===== config.mk =====
export PLATFORM = sky130hd
export DESIGN_NAME = mem
export DESIGN_NICKNAME = d
export VERILOG_FILES = /design/src/rtl/mem.sv
export SDC_FILE = /design/constraint.sdc
export NUM_CORES = 1
export LEC_CHECK = 0
export ABC_AREA = 1
export CAP_MARGIN = 25
export CORE_MARGIN = 10
export CORE_UTILIZATION = 30
export CTS_BUF_LIST = sky130_fd_sc_hd__clkbuf_16
export CTS_CLUSTER_DIAMETER = 30
export CTS_CLUSTER_SIZE = 24
export DETAILED_ROUTE_END_ITERATION = 6
export MAX_ROUTING_LAYER = met4
export PLACE_DENSITY = 0.7
export SETUP_SLACK_MARGIN = 0.2
export SYNTH_ARGS = -nofsm -noshare
export SYNTH_HDL_FRONTEND = slang
export SYNTH_SLANG_ARGS = --single-unit

===== constraint.sdc =====
create_clock -name clk -period 11.9 [get_ports clk]
set_clock_uncertainty 0.2 [all_clocks]
set_input_delay 2.38 -clock clk [delete_from_list [all_inputs] [get_ports clk]]
set_output_delay 2.38 -clock clk [all_outputs]
set_load 0.005 [all_outputs]

===== src/rtl/mem.sv =====
// MEM stage: registers the EX/MEM bundle, aligns load data and forwards results to WB/ID.
// Optional misaligned-address detection is enabled by defining MEM_ADDR_EXCP_EN.
module mem (
  input  logic        clk,
  input  logic        rst,
  input  logic [5:0]  stall,
  input  logic [75:0] ex_to_mem_bus,
  input  logic [4:0]  ex_load_bus,
  input  logic [2:0]  ex_save_bus,
  input  logic [65:0] ex_hi_lo_bus,
  input  logic [31:0] data_sram_rdata,
  output logic [69:0] mem_to_wb_bus,
  output logic [37:0] mem_to_rf_bus,
  output logic [65:0] mem_hi_lo_bus,
  output logic        mem_excp,
  output logic [31:0] mem_badvaddr
);

  logic [75:0] bus_r;
  logic [4:0]  load_r;
  logic [2:0]  save_r;
  logic [65:0] hilo_r;
  logic [31:0] rdata_h;
  logic        rdata_v;

  logic [31:0] pc, addr, word, load_res, rf_wdata;
  logic        ram_en, sel_rf_res, rf_we, rf_we_eff, is_load;
  logic [3:0]  ram_wen;
  logic [4:0]  rf_waddr;
  logic [1:0]  a;
  logic [7:0]  byte_sel;
  logic [15:0] half_sel;

  assign pc         = bus_r[75:44];
  assign ram_en     = bus_r[43];
  assign ram_wen    = bus_r[42:39];
  assign sel_rf_res = bus_r[38];
  assign rf_we      = bus_r[37];
  assign rf_waddr   = bus_r[36:32];
  assign addr       = bus_r[31:0];
  assign is_load    = ram_en && (ram_wen == 4'b0);

  always_ff @(posedge clk or posedge rst) begin
    if (rst) begin
      bus_r   <= '0;
      load_r  <= '0;
      save_r  <= '0;
      hilo_r  <= '0;
      rdata_h <= '0;
      rdata_v <= 1'b0;
    end else if (stall[3] && !stall[4]) begin
      bus_r   <= '0;
      load_r  <= '0;
      save_r  <= '0;
      hilo_r  <= '0;
      rdata_v <= 1'b0;
    end else if (!stall[3]) begin
      bus_r   <= ex_to_mem_bus;
      load_r  <= ex_load_bus;
      save_r  <= ex_save_bus;
      hilo_r  <= ex_hi_lo_bus;
      rdata_v <= 1'b0;
    end else if (is_load && !rdata_v) begin
      // SRAM word is only valid on the first MEM cycle; keep it for the rest of the stall
      rdata_h <= data_sram_rdata;
      rdata_v <= 1'b1;
    end
  end

  assign word     = rdata_v ? rdata_h : data_sram_rdata;
  assign a        = addr[1:0];
  assign byte_sel = word[{a, 3'b000} +: 8];
  assign half_sel = a[1] ? word[31:16] : word[15:0];

  always_comb begin
    load_res = '0;
    if      (load_r[4]) load_res = {{24{byte_sel[7]}}, byte_sel};
    else if (load_r[3]) load_res = {24'b0, byte_sel};
    else if (load_r[2]) load_res = {{16{half_sel[15]}}, half_sel};
    else if (load_r[1]) load_res = {16'b0, half_sel};
    else if (load_r[0]) load_res = word;
  end

  assign rf_wdata = sel_rf_res ? load_res : addr;

`ifdef MEM_ADDR_EXCP_EN
  logic misalign;
  assign misalign     = ((load_r[2] | load_r[1] | save_r[1]) & addr[0])
                      | ((load_r[0] | save_r[0]) & (addr[1:0] != 2'b00));
  assign mem_excp     = misalign;
  assign mem_badvaddr = misalign ? addr : 32'b0;
  assign rf_we_eff    = rf_we & ~misalign;
`else
  logic unused_save;
  assign unused_save  = ^save_r;
  assign mem_excp     = 1'b0;
  assign mem_badvaddr = 32'b0;
  assign rf_we_eff    = rf_we;
`endif

  logic unused_stall;
  assign unused_stall = ^{stall[5], stall[2:0]};

  assign mem_to_wb_bus = {pc, rf_we_eff, rf_waddr, rf_wdata};
  assign mem_to_rf_bus = {rf_we_eff, rf_waddr, rf_wdata};
  assign mem_hi_lo_bus = hilo_r;

endmodule


## Word-level counts from Yosys, hierarchy flattened

Index checks and enable logic that the tools add are counted.

| word-level totals | value |
|---|---|
| output and inout port bits | 207 |
| flip-flop bits (word level) | 180 |
| bits of input ports | 190 |
| word-level logic and storage cells | 33 |

| operators by class | value |
|---|---|
| equal/unequal tests | 2 |
| bitwise logic cells | 1 |
| multiplexer cells | 17 |
| reductions and logical operators | 7 |
| shifts and indexed selects | 1 |

Operator list:

| operator | count |
|---|---|
| $mux 32 | 7 |
| $mux 76 | 2 |
| $mux 66 | 2 |
| $shiftx 32x6->8 | 1 |
| $mux 16 | 1 |
| $mux 5 | 2 |
| $logic_not 4->1 | 1 |
| $logic_and 1x1->1 | 3 |
| $mux 1 | 3 |
| $ne 3x1->1 const B | 1 |
| $reduce_and 3->1 | 1 |
| $logic_not 1->1 | 2 |
| $ne 2x1->1 const B | 1 |
| $not 1->1 | 1 |

## Longest topological paths before layout

| depth | value |
|---|---|
| word-level depth | 7 |
| gate-level depth with buffers | 12 |
| gate-level depth less buffers | 10 |

## Worst setup path before layout

OpenSTA, ideal clock, no wires.

| timing | value |
|---|---|
| path type | input to output |
| from | in data_sram_rdata[7] |
| to | out mem_to_wb_bus[14] |
| data arrival time | 3223 ps |
| slack | 6097 ps |
| stages on the path | 8 |
| data required time | 9320 ps |
| path through | nand2_1 -> nand3_1 -> nand3_1 -> nand2_1 -> nand2_2 -> buf_6 -> a21oi_1 -> buf_4 |

| between the ends | value |
|---|---|
| word-level cells in the longest chain between the ends | 4 |

Ends and longest elaborated chain:

| item | RTL line | RTL |
|---|---|---|
| start, declared | 11 | `input logic [31:0] data_sram_rdata,` |
| $mux 32 | 70 | `assign word = rdata_v ? rdata_h : data_sram_rdata;` |
| $shiftx 32x6->8 | 72 | `assign byte_sel = word[{a, 3'b000} +: 8];` |
| $mux 32 | 77 | `if (load_r[4]) load_res = {{24{byte_sel[7]}}, byte_sel};` |
| $mux 32 | 84 | `assign rf_wdata = sel_rf_res ? load_res : addr;` |
| end, declared | 12 | `output logic [69:0] mem_to_wb_bus,` |

No other way between the ends.

## Final worst setup path

| timing | value |
|---|---|
| from | in data_sram_rdata[23] |
| to | out mem_to_wb_bus[28] |

The elaborated chain is that of the path after synthesis.

==> flow_metrics.tcl <==
set metrics [dict create \
    layout-drive-gt1-share_pct 3.92 \
    nNetsFinal 1732 \
    die_area_um2 40500 \
    post_drt_wl_per_cell_um 16.5 \
    min_period_ns 7.23 \
    drt-pass1-iter-count 5 \
    avgViaCountPerCell 4.47 \
    max_slew_margin_pct 34.2 \
    final.fill_count 3243 \
    die_y_um 201 \
    drv_cap 0 \
    grt-ovfl-total 0 \
    crit_chain "clkdlybuf4s50_1, nand2_2, nand3_1, nand3_1, nand2_1, nand2_2, nand2_1, nand2_1, nand2_1, clkdlybuf4s50_1" \
    cp-end-kind "output port" \
    fin_setup_tns_ns 0 \
    die_w_um 201 \
    path_class "in2out" \
    power_leakage_uw 0.00660 \
    hold_ws_ns 0.279 \
    first_iter_violations 732 \
    htreeDepth 4 \
    status "completed" \
    placed_area_um2 13000 \
    synth-seq-area-share_pct 45.7 \
    crit_path_frequent_cell "nand2_1" \
    max_freq_mhz 138 \
    cts_root_buf "clkbuf_16" \
    core_area_um2 32500 \
    clock_latency_ns 0.42 \
    synth-seq-cells 180 \
    vias 8953 \
    clock_tree.buffer_depth 2 \
    rows 66 \
    synth_cell_types 28 \
    postCtsSetupBuffers 0 \
    finalHoldViolations 0 \
    critPathMaxFanout 24 \
    grt_first_pass_wirelength_um 51100 \
    report.final.slew_viol_count 0 \
    rsz0062_at_grt "false" \
    cts.sinks 180 \
    cts_resized 0 \
    yosysWarnings 0 \
    cts_hold_buffers 0 \
    port_buffers 356 \
    arrival_ns 4.65 \
    initial_utilization_pct 30.4 \
    gp_congestion 0.919 \
    ant_nets 0 \
    cts_tree "done" \
    ios 397 \
    max-vdd-ir-drop_v 0.0000728 \
    slowest_stage "clkdlybuf4s50_1" \
    p_total_uw 1680 \
    syn-instance-count 1316 \
    path_delay_family "simple AND/OR/NAND/NOR gates" \
    period_share_pct 60.7 \
    worstHoldPathType "reg2reg" \
    grt_pass1_vias 8994 \
    critPathMaxStageDelay_ns 0.55 \
    grt_max_degree 119 \
    clk_pin_slew_ns 0.08 \
    worstMarginPinSlew_ns 0.987 \
    antenna_found_initial 6 \
    p_per_area_nw_per_um2 124 \
    drc 0 \
    area_growth_pct 38.2 \
    grt_use_total_pct 16.3 \
    start_kind "primary input" \
    post-dp-hpwl_um 25000 \
    final_area_um2 13600 \
    fin_cells 2003 \
    setup_viol 0 \
    syn_area_um2 9860 \
    cts_buffers 17 \
    dp_cells 1963 \
    cp.required_ns 9.32 \
    synth_area_per_cell_um2 7.50 \
    path_buf_inv 2 \
    wl_um 33100 \
]
-- state kept, by name, summed over array words and instances, names as in the netlist --
| name | flops |
|---|---|
| bus_r | 76 |
| load_r | 5 |
| mem_hi_lo_bus | 66 |
| rdata_h | 32 |
| rdata_v | 1 |
-- final timing paths --
kind | from | to | slack, ns | cells after the start
max | data_sram_rdata[23] | mem_to_wb_bus[28] | 4.67 | 10
min | rdata_h[31] | rdata_h[31] | 0.28 | 2
max reg2reg | bus_r[41] | rdata_h[21] | 9.31 | 3
min reg2reg | rdata_h[31] | rdata_h[31] | 0.28 | 2
max in group asynchronous | rst | bus_r[16] | 7.94 | 4
min in group asynchronous | rst | bus_r[58] | 2.30 | 2
-- power breakdown --
| group | total (uW) | internal (uW) | leakage, uW | switching, uW |
|---|---|---|---|---|
| registers | 715 | 677 | 0.00228 | 38.6 |
| logic | 380 | 199 | 0.00403 | 181 |
| clock network | 589 | 317 | 0.000289 | 272 |
| total | 1680 | 1190 | 0.00660 | 491 |
-- cell type report --
cell class                 count  area (um^2)  area share (%)
tap                          442          553            4.06
multi-input combinational    794         3570            26.2
timing repair buffer         366         3700            27.2
clock inverter                15          166            1.22
sequential                   180         4500            33.0
antenna                        6         15.0           0.110
inverter                     183          697            5.11
clock buffer                  17          425            3.12
-- metrics by stage --
step	util, %	setup WS [ns]
final	42.0	4.67
after global routing	42.0	4.54
after CTS	41.8	4.72
after detailed placement	40.0	4.72
after global placement	39.8	4.73
after floorplan	-	4.43
-- metal layers --
layer  global-route usage, %  wire length (um)  up-vias
met3                    5.85              3040       21
met4                    4.08               483        0
met1                    18.5             13500     4125
met2                    26.9             16100      360
li1                        -                 -     4447
met5                       -                 0        -
-- cell families after synthesis --
group                  count (synthesis)  synth area share [%]
AND/OR/NAND/NOR                      554                  24.0
other                                  1                0.0380
AO/OA/AOI/OAI                        207                  10.9
buffers and inverters                374                  19.4
flip-flops                           180                  45.7
-- cell usage in the layout (no fill, tap or decap), drive strengths merged --
cell / synthesis / final
nand3: 187 / 187
clkdlybuf4s50: 0 / 354
nor2: 21 / 21
dfrtp: 180 / 180
inv: 182 / 192
clkbuf: 37 / 17
nor4: 1 / 1
nand2: 338 / 338
nand4: 2 / 2
o211ai: 2 / 2
diode: 0 / 6
a21oi: 14 / 14
or2: 5 / 5
clkinvlp: 0 / 2
bufinv: 0 / 2
o21ai: 180 / 180
buf: 154 / 12
o22ai: 11 / 11
conb: 1 / 33
clkinv: 1 / 2
-- cells in the mapped netlist --
master	number	area share (%)
a21oi_1	14	0.71
buf_1	2	0.076
buf_2	36	1.8
buf_4	110	8.4
buf_6	6	0.68
clkbuf_1	36	1.4
clkbuf_2	1	0.051
clkinv_1	1	0.038
conb_1	1	0.038
dfrtp_1	180	46
inv_1	180	6.8
inv_2	1	0.038
inv_4	1	0.063
nand2_1	332	13
nand2_2	6	0.38
nand3_1	187	9.5
nand4_1	2	0.13
nor2_1	19	0.72
nor2_2	2	0.13
nor4_4	1	0.22
o211ai_1	2	0.15
o21ai_0	154	7.8
o21ai_1	20	1.0
o21ai_2	6	0.53
o22ai_1	11	0.70
or2_0	1	0.063
or2_1	3	0.19
or2_2	1	0.063
-- worst min-delay path, stage by stage, from the launching register on --
cell	delay [ns]
dfrtp_1	0.35
nand2_1	0.06
nand2_1	0.05
Power figures use the tool's default switching activity.
